### config.mk
export PLATFORM = sky130hd
export DESIGN_NAME = id_stage_ctrl
export DESIGN_NICKNAME = d
export VERILOG_FILES = /design/src/rtl/cpu_pkg.sv /design/src/rtl/id_stage_ctrl.sv
export SDC_FILE = /design/constraint.sdc
export NUM_CORES = 1
export LEC_CHECK = 0
export ABC_AREA = 1
export CORE_MARGIN = 2
export CORE_UTILIZATION = 43
export DETAILED_ROUTE_END_ITERATION = 7
export PLACE_DENSITY = 0.9
export SLEW_MARGIN = 10
export SYNTH_ARGS = -nofsm -noshare
export SYNTH_HDL_FRONTEND = slang
export SYNTH_SLANG_ARGS = --single-unit
export TNS_END_PERCENT = 10
### constraint.sdc
create_clock -name clk -period 3.5 [get_ports clk]
set_clock_uncertainty 0.15 [all_clocks]
set_input_delay 0.7 -clock clk [delete_from_list [all_inputs] [get_ports clk]]
set_output_delay 0.7 -clock clk [all_outputs]
set_load 0.01 [all_outputs]
### src/rtl/cpu_pkg.sv
// rtl/cpu_pkg.sv - shared opcode, ALU-source and ID-stage FSM encodings
package cpu_pkg;

  localparam logic [5:0] OP_RTYPE = 6'b000000;
  localparam logic [5:0] OP_ADDI  = 6'b001000;
  localparam logic [5:0] OP_ANDI  = 6'b001100;
  localparam logic [5:0] OP_LW    = 6'b100011;
  localparam logic [5:0] OP_SW    = 6'b101011;
  localparam logic [5:0] OP_BEQ   = 6'b000100;
  localparam logic [5:0] OP_J     = 6'b000010;
  localparam logic [5:0] OP_PUSH  = 6'b110000;
  localparam logic [5:0] OP_POP   = 6'b110001;
  localparam logic [5:0] OP_CALL  = 6'b110010;
  localparam logic [5:0] OP_RET   = 6'b110011;

  localparam logic [1:0] ALU_SRC_REG   = 2'b00;
  localparam logic [1:0] ALU_SRC_IMM   = 2'b01;
  localparam logic [1:0] ALU_SRC_CONST = 2'b10;

  typedef enum logic [1:0] {IDLE, HAZ, STK1, STK2} id_state_t;

  // Stack ops run as two micro-ops after the decode cycle
  function automatic logic is_stack_op(input logic [5:0] op);
    return (op == OP_PUSH) || (op == OP_POP) || (op == OP_CALL) || (op == OP_RET);
  endfunction

  // Anything outside the opcode map decodes as a NOP
  function automatic logic is_known_op(input logic [5:0] op);
    return (op == OP_RTYPE) || (op == OP_ADDI) || (op == OP_ANDI) || (op == OP_LW) ||
           (op == OP_SW) || (op == OP_BEQ) || (op == OP_J) || is_stack_op(op);
  endfunction

  // Opcodes whose rt field is a genuine source operand
  function automatic logic reads_rt(input logic [5:0] op);
    return (op == OP_RTYPE) || (op == OP_SW) || (op == OP_BEQ) || (op == OP_PUSH);
  endfunction

endpackage

### src/rtl/id_stage_ctrl.sv
// rtl/id_stage_ctrl.sv - decode control, load-use stall and stack micro-op sequencer
module id_stage_ctrl
  import cpu_pkg::*;
#(
  parameter logic [4:0] SP_REG   = 5'd29,
  parameter logic [4:0] ZERO_REG = 5'd0
) (
  input  logic       clk,
  input  logic       rst,
  input  logic       instr_valid,
  input  logic [5:0] opcode,
  input  logic [4:0] rs,
  input  logic [4:0] rt,
  input  logic       ex_mem_read,
  input  logic [4:0] ex_rd,
  output logic [1:0] alu_src,
  output logic       alu_const_one,
  output logic       alu_sub,
  output logic       branch,
  output logic       sign_ext_sel,
  output logic       reg_write,
  output logic       mem_read,
  output logic       mem_write,
  output logic [4:0] read_reg_1,
  output logic [4:0] read_reg_2,
  output logic       stall
);

  id_state_t  state, state_next;
  logic [5:0] op_q;
  logic       latch_op;
  logic       load_use;

  assign load_use = ex_mem_read && (ex_rd != ZERO_REG) &&
                    ((ex_rd == rs) || (reads_rt(opcode) && (ex_rd == rt)));

  // State register and stack opcode latch; reset aborts any micro-op
  always_ff @(posedge clk or posedge rst) begin
    if (rst) begin
      state <= IDLE;
      op_q  <= '0;
    end else begin
      state <= state_next;
      if (latch_op) op_q <= opcode;
    end
  end

  // Next state and all control outputs; reset forces the quiet IDLE pattern
  always_comb begin
    state_next    = state;
    latch_op      = 1'b0;
    alu_src       = ALU_SRC_REG;
    alu_const_one = 1'b0;
    alu_sub       = 1'b0;
    branch        = 1'b0;
    sign_ext_sel  = 1'b0;
    reg_write     = 1'b0;
    mem_read      = 1'b0;
    mem_write     = 1'b0;
    read_reg_1    = rs;
    read_reg_2    = rt;
    stall         = 1'b0;
    if (!rst) begin
      case (state)
        IDLE, HAZ: begin
          state_next = IDLE;
          if (instr_valid && is_known_op(opcode)) begin
            // HAZ never re-checks, so one instruction stalls at most one cycle
            if ((state == IDLE) && load_use) begin
              stall      = 1'b1;
              state_next = HAZ;
            end else if (is_stack_op(opcode)) begin
              stall      = 1'b1;
              latch_op   = 1'b1;
              state_next = STK1;
            end else begin
              case (opcode)
                OP_RTYPE: reg_write = 1'b1;
                OP_ADDI, OP_ANDI: begin
                  alu_src   = ALU_SRC_IMM;
                  reg_write = 1'b1;
                end
                OP_LW: begin
                  alu_src   = ALU_SRC_IMM;
                  mem_read  = 1'b1;
                  reg_write = 1'b1;
                end
                OP_SW: begin
                  alu_src   = ALU_SRC_IMM;
                  mem_write = 1'b1;
                end
                OP_BEQ: begin
                  alu_src = ALU_SRC_IMM;
                  branch  = 1'b1;
                end
                OP_J: begin
                  branch       = 1'b1;
                  sign_ext_sel = 1'b1;
                end
                default: ;
              endcase
            end
          end
        end
        STK1: begin
          stall      = 1'b1;
          read_reg_1 = SP_REG;
          alu_src    = ALU_SRC_CONST;
          state_next = STK2;
          if ((op_q == OP_PUSH) || (op_q == OP_CALL)) begin
            alu_const_one = 1'b1;
            alu_sub       = 1'b1;
            mem_write     = 1'b1;
          end else begin
            // Pop side reads memory at the current SP, so the offset is zero
            mem_read  = 1'b1;
            reg_write = (op_q == OP_POP);
          end
        end
        STK2: begin
          read_reg_1    = SP_REG;
          alu_src       = ALU_SRC_CONST;
          alu_const_one = 1'b1;
          reg_write     = 1'b1;
          state_next    = IDLE;
          alu_sub       = (op_q == OP_PUSH) || (op_q == OP_CALL);
          branch        = (op_q == OP_CALL) || (op_q == OP_RET);
          sign_ext_sel  = (op_q == OP_CALL);
        end
        default: state_next = IDLE;
      endcase
    end
  end

endmodule

### Word level (Yosys, flattened, before mapping)

Index checks and enable logic that the tools add are counted.

| word-level totals | value |
|---|---|
| flip-flop bits (word level) | 8 |
| bits in latches | 0 |
| bits in writable memories | 0 |
| bits in read-only memories | 0 |
| input bits | 25 |
| logic and storage cells | 108 |
| memories kept | 0 |

| operators by class | value |
|---|---|
| add/subtract/negate cells | 0 |
| multipliers | 0 |
| div/mod/pow operators | 0 |
| $lt $le $gt $ge | 0 |
| equal/unequal tests | 19 |
| shift operators | 0 |
| mux-type cells | 58 |
| bitwise gates (word level) | 0 |
| reductions and logical operators | 29 |

Operator list:

| operator | count |
|---|---|
| $eq 6x6->1 const B | 10 |
| $mux 1 | 42 |
| $logic_or 1x1->1 | 16 |
| $pmux 1 s2 | 7 |
| $eq 6x4->1 const B | 2 |
| $eq 5x5->1 | 2 |
| $mux 5 | 2 |
| $mux 2 | 4 |
| $eq 6x2->1 const B | 1 |
| $eq 6x3->1 const B | 1 |
| $logic_not 6->1 | 1 |
| $pmux 2 s3 | 1 |
| $reduce_or 2->1 | 3 |
| $logic_and 1x1->1 | 5 |
| $reduce_bool 5->1 | 1 |
| $reduce_or 5->1 | 1 |
| $eq 2x2->1 const B | 2 |
| $pmux 2 s2 | 1 |
| $reduce_or 4->1 | 1 |
| $pmux 1 s3 | 1 |
| $eq 2x1->1 const B | 1 |
| $logic_not 2->1 | 1 |

### Longest topological paths before layout

| depth | value |
|---|---|
| depth after elaboration | 12 |
| gate-level depth with buffers | 12 |
| mapped depth without buffers | 12 |

### Least setup slack after synthesis

OpenSTA, ideal clock, no wires.

| path | value |
|---|---|
| path kind | input-to-output |
| start | input port rs[3] |
| end | output port stall |
| arrival time | 1,638 ps |
| required time | 2,650 ps |
| slack | 1,012 ps |
| stages | 8 |
| buffers on the path | 0 |
| cell sequence | or2_2 a21oi_1 nand3_1 nand2_2 nand2_4 nand2_1 nand3_1 o21ai_1 |

| between the ends | value |
|---|---|
| longest elaborated chain between the ends | 8 |

Ends and longest elaborated chain:

| what | RTL line | source |
|---|---|---|
| from (decl) | id_stage_ctrl.sv:12 | `input logic [4:0] rs,` |
| $eq 5x5->1 | id_stage_ctrl.sv:35 | `((ex_rd == rs) \|\| (reads_rt(opcode) && (ex_rd == rt)));` |
| $logic_or 1x1->1 | id_stage_ctrl.sv:35 |  |
| $logic_and 1x1->1 | id_stage_ctrl.sv:34 | `assign load_use = ex_mem_read && (ex_rd != ZERO_REG) &&` |
| $logic_and 1x1->1 | id_stage_ctrl.sv:69 | `if ((state == IDLE) && load_use) begin` |
| $mux 1 | id_stage_ctrl.sv:69 |  |
| $mux 1 | id_stage_ctrl.sv:67 | `if (instr_valid && is_known_op(opcode)) begin` |
| $pmux 1 s2 | id_stage_ctrl.sv:64 | `case (state)` |
| $mux 1 | id_stage_ctrl.sv:63 | `if (!rst) begin` |
| to (decl) | id_stage_ctrl.sv:26 | `output logic stall` |

No other way between the ends.

### Final worst setup path

| path | value |
|---|---|
| start | input port opcode[3] |
| end | output port reg_write |

| between the ends | value |
|---|---|
| longest elaborated chain between the ends | 12 |
| elaborated cells between the ends (all ways) | 36 |
| classes of those cells | eq/ne: 10; mux: 6; reduce/logical: 20 |

Ends and longest elaborated chain:

| what | RTL line | source |
|---|---|---|
| from (decl) | id_stage_ctrl.sv:11 | `input logic [5:0] opcode,` |
| $eq 6x6->1 (tied with other cells) | cpu_pkg.sv:30, cpu_pkg.sv:35 |  |
| $logic_or 1x1->1, on equally long branches (3 in a row) | cpu_pkg.sv:35, cpu_pkg.sv:29 |  |
| $logic_and 1x1->1 or $logic_or 1x1->1 (tied branches) | id_stage_ctrl.sv:35, cpu_pkg.sv:29 |  |
| $logic_or 1x1->1, on equally long branches | id_stage_ctrl.sv:35, cpu_pkg.sv:30 |  |
| $logic_and 1x1->1 or $logic_or 1x1->1 (tied branches) | id_stage_ctrl.sv:34, cpu_pkg.sv:30 |  |
| $logic_and 1x1->1 or $logic_or 1x1->1 (tied branches) | id_stage_ctrl.sv:69, cpu_pkg.sv:30 |  |
| $mux 1 or $logic_and 1x1->1 (tied branches) | id_stage_ctrl.sv:69, id_stage_ctrl.sv:67 |  |
| $mux 1 (*) | id_stage_ctrl.sv:67 |  |
| $pmux 1 s3 (*) | id_stage_ctrl.sv:64 |  |
| $mux 1 (*) | id_stage_ctrl.sv:63 |  |
| to (decl) | id_stage_ctrl.sv:21 | `output logic reg_write,` |

Every way passes the cells marked *; elsewhere a longest branch is shown, timed or not.

==> results_dict.tcl <==
set metrics [dict create \
    clk_path_buf_depth 2 \
    postLayoutCoreUtil 0.721 \
    final_max_slew_viol_count 0 \
    drt_iter0_markers 29 \
    crit_path_max_fanout 5 \
    most-common-layout-cells "37 x sky130_fd_sc_hd__clkdlybuf4s50_1, 31 x sky130_fd_sc_hd__nand2_1, 24 x sky130_fd_sc_hd__inv_1" \
    cp-start-kind "input port" \
    synth.yosys.seq_area_share 0.217 \
    chipWidth_um 50.3 \
    end_kind "output port" \
    rsz0062_at_grt "false" \
    postSynthRegisterBits 8 \
    design.core.area_um2 2000 \
    hold_viol_final 0 \
    p_seq_frac 0.341 \
    final_common_cell "sky130_fd_sc_hd__clkdlybuf4s50_1" \
    drtPass1Iterations 5 \
    r2r_slack_ps 2020 \
    synthesis.nets 174 \
    antenna_found_initial 0 \
    synth.avg_cell_area_um2 6.19 \
    globalplace.congestion 0.826 \
    gr-usage-all-layers 0.206 \
    rows 16 \
    post-cts-setup-buffer-count 0 \
    timing.slew.headroom 0.692 \
    max_freq_mhz 302 \
    power.switching_fraction 0.336 \
    power.net_switching_mw 0.107 \
    finalInstanceArea_um2 1440 \
    total_detailed_routing_wirelength_um 2500 \
    fraction_of_synthesis_flops_using_an_asynchronous_set_or_reset_pin 1.00 \
    grt_pass1_wl_um 4090 \
    clkTransAtPathRegs_ps 50 \
    grt_remaining_overflow 0 \
    internal_power_mw 0.212 \
    finalSetupViolations 0 \
    crit_required_ps 2650 \
    final_min_period_over_clock_period 0.947 \
    fillerInstances 166 \
    die-area_um2 2530 \
    p_per_cell_area_nw_per_um2 221 \
    synth.area.top_cells "sky130_fd_sc_hd__dfrtp_1 22%, sky130_fd_sc_hd__nand2_1 13%, sky130_fd_sc_hd__inv_1 9.8%" \
    synth.yosys.warnings 0 \
    clock_tree.htree_level_count 1 \
    clock_sinks 8 \
    vdd.ir_drop.worst_mv 0.306 \
    floorplan.io_pins 45 \
    hold_class "register to register" \
    yosysUniqueCellTypes 28 \
    post_drt_wl_per_cell_um 11.0 \
    tritoncts.num_buffers 3 \
    synth_top_flop_cell "sky130_fd_sc_hd__dfrtp_1" \
    max_cap_viol_count 0 \
    p_clk_frac 0.219 \
    place.port_buffers 44 \
    detailroute.via_count 1108 \
    cell_type_contributing_the_most_total_cell_area_after_synthesis "sky130_fd_sc_hd__dfrtp_1" \
    count_of_inserted_antenna_diode_cells 0 \
    synthCells 149 \
    dpl.hpwl_um 2110 \
    layout_min_cycle_time_ps 3310 \
    grt_max_degree 10 \
    worst_slew_pin_slew_ps 461 \
    fin_nets 227 \
    power_frac_comb 0.440 \
    crit_path_dat_ps 2460 \
    area.growth.synth_to_final_pct 56.6 \
    final_layout_size_suffix_gt1_frac 0.165 \
    die_y_um 50.3 \
    vias_per_cell 4.88 \
    cts.root.buffer_cell "sky130_fd_sc_hd__clkbuf_4" \
    grt_pass1_vias 1029 \
    status "complete, no violations" \
    synth_enable_flop_cells 0 \
    post_cts.resized_instances 7 \
    placement.cell_area_um2 1430 \
    start_util 0.461 \
    antenna_violating_nets_post_route 0 \
    clkLatencyLatePin_ps 250 \
    clock_tree_from_tritoncts "yes" \
    netlist.area_leader.share 0.217 \
    post-route-drc-count 0 \
    syn-cell-area_um2 922 \
    power.leakage_nw 0.746 \
    cts-hold-fix-buffers 0 \
    worst-setup-path-type "input port to output port" \
]
==> through the flow <==
step	std cells	total power, mW	setup slack, ps	TNS (ps)	hold slack, ps
floorplan	149	0.179	1010	0	285
global placement	224	0.248	-44.0	-186	298
detailed placement	224	0.251	-124	-479	301
CTS	227	0.318	168	0	314
global route	227	0.338	23.1	0	360
finish	227	0.319	187	0	316
==> kinds of logic after synthesis <==
kind of cell    share of synthesized area
buf+inv                             0.157
compound gates                     0.0936
xor+xnor                           0.0570
simple gates                        0.475
flops                               0.217
==> final cells by class <==
type	count	area [µm²]	share of cell area
clock buffers	3	22.5	0.0156
inverters	27	104	0.0719
multi-input cells	108	577	0.399
flip-flops and latches	8	200	0.139
well taps	27	33.8	0.0234
repair buffers	54	507	0.351
==> state kept, by name, summed over array words and instances, names as in the netlist <==
| register | cells |
|---|---|
| state | 2 |
| op_q | 6 |
==> worst paths after layout <==
kind | from | endpoint | cells past startpoint
max in group asynchronous | rst | state[1] | 4
hold reg to reg | op_q[4] | op_q[4] | 2
setup reg to reg | state[1] | state[1] | 7
setup / recovery | opcode[3] | reg_write | 11
hold / removal | op_q[4] | op_q[4] | 2
min in group asynchronous | rst | op_q[0] | 3
==> power by group through the flow <==
stage / clock (mW) / combinational, mW / sequential [mW]
final: 0.0698 / 0.140 / 0.109
after global routing: 0.0746 / 0.153 / 0.110
after CTS: 0.0686 / 0.141 / 0.108
after detailed placement: 0 / 0.141 / 0.110
after global placement: 0 / 0.138 / 0.110
after floorplan: 0 / 0.0715 / 0.108
==> routing by layer <==
layer | up-vias | track usage | wire (µm)
met5 | - | 0 | 0
met4 | 0 | 0.0270 | 23
met3 | 4 | 0.0595 | 177
met2 | 42 | 0.390 | 1250
met1 | 496 | 0.230 | 1050
li1 | 566 | - | -
==> cells in the mapped netlist (all sizes together), types with 3 or more instances <==
master and count:
xnor2 4, nand3b 3, o21ai 5, buf 5, dfrtp 8, nand3 15
nand2 36, a21oi 8, nor2 21, inv 25, or2 5
==> worst max-delay path, cell delays in order <==
cell and delay, ps:
sky130_fd_sc_hd__clkdlybuf4s50_1 480, sky130_fd_sc_hd__nor2_4 210, sky130_fd_sc_hd__nand3_2 110, sky130_fd_sc_hd__o21ai_1 90, sky130_fd_sc_hd__inv_1 70, sky130_fd_sc_hd__nand2_2 80
sky130_fd_sc_hd__nand2_2 50, sky130_fd_sc_hd__nor2_1 100, sky130_fd_sc_hd__nand3_1 80, sky130_fd_sc_hd__a21oi_1 170, sky130_fd_sc_hd__dlygate4sd2_1 290
No activity file was read; power rests on OpenSTA's default activity.
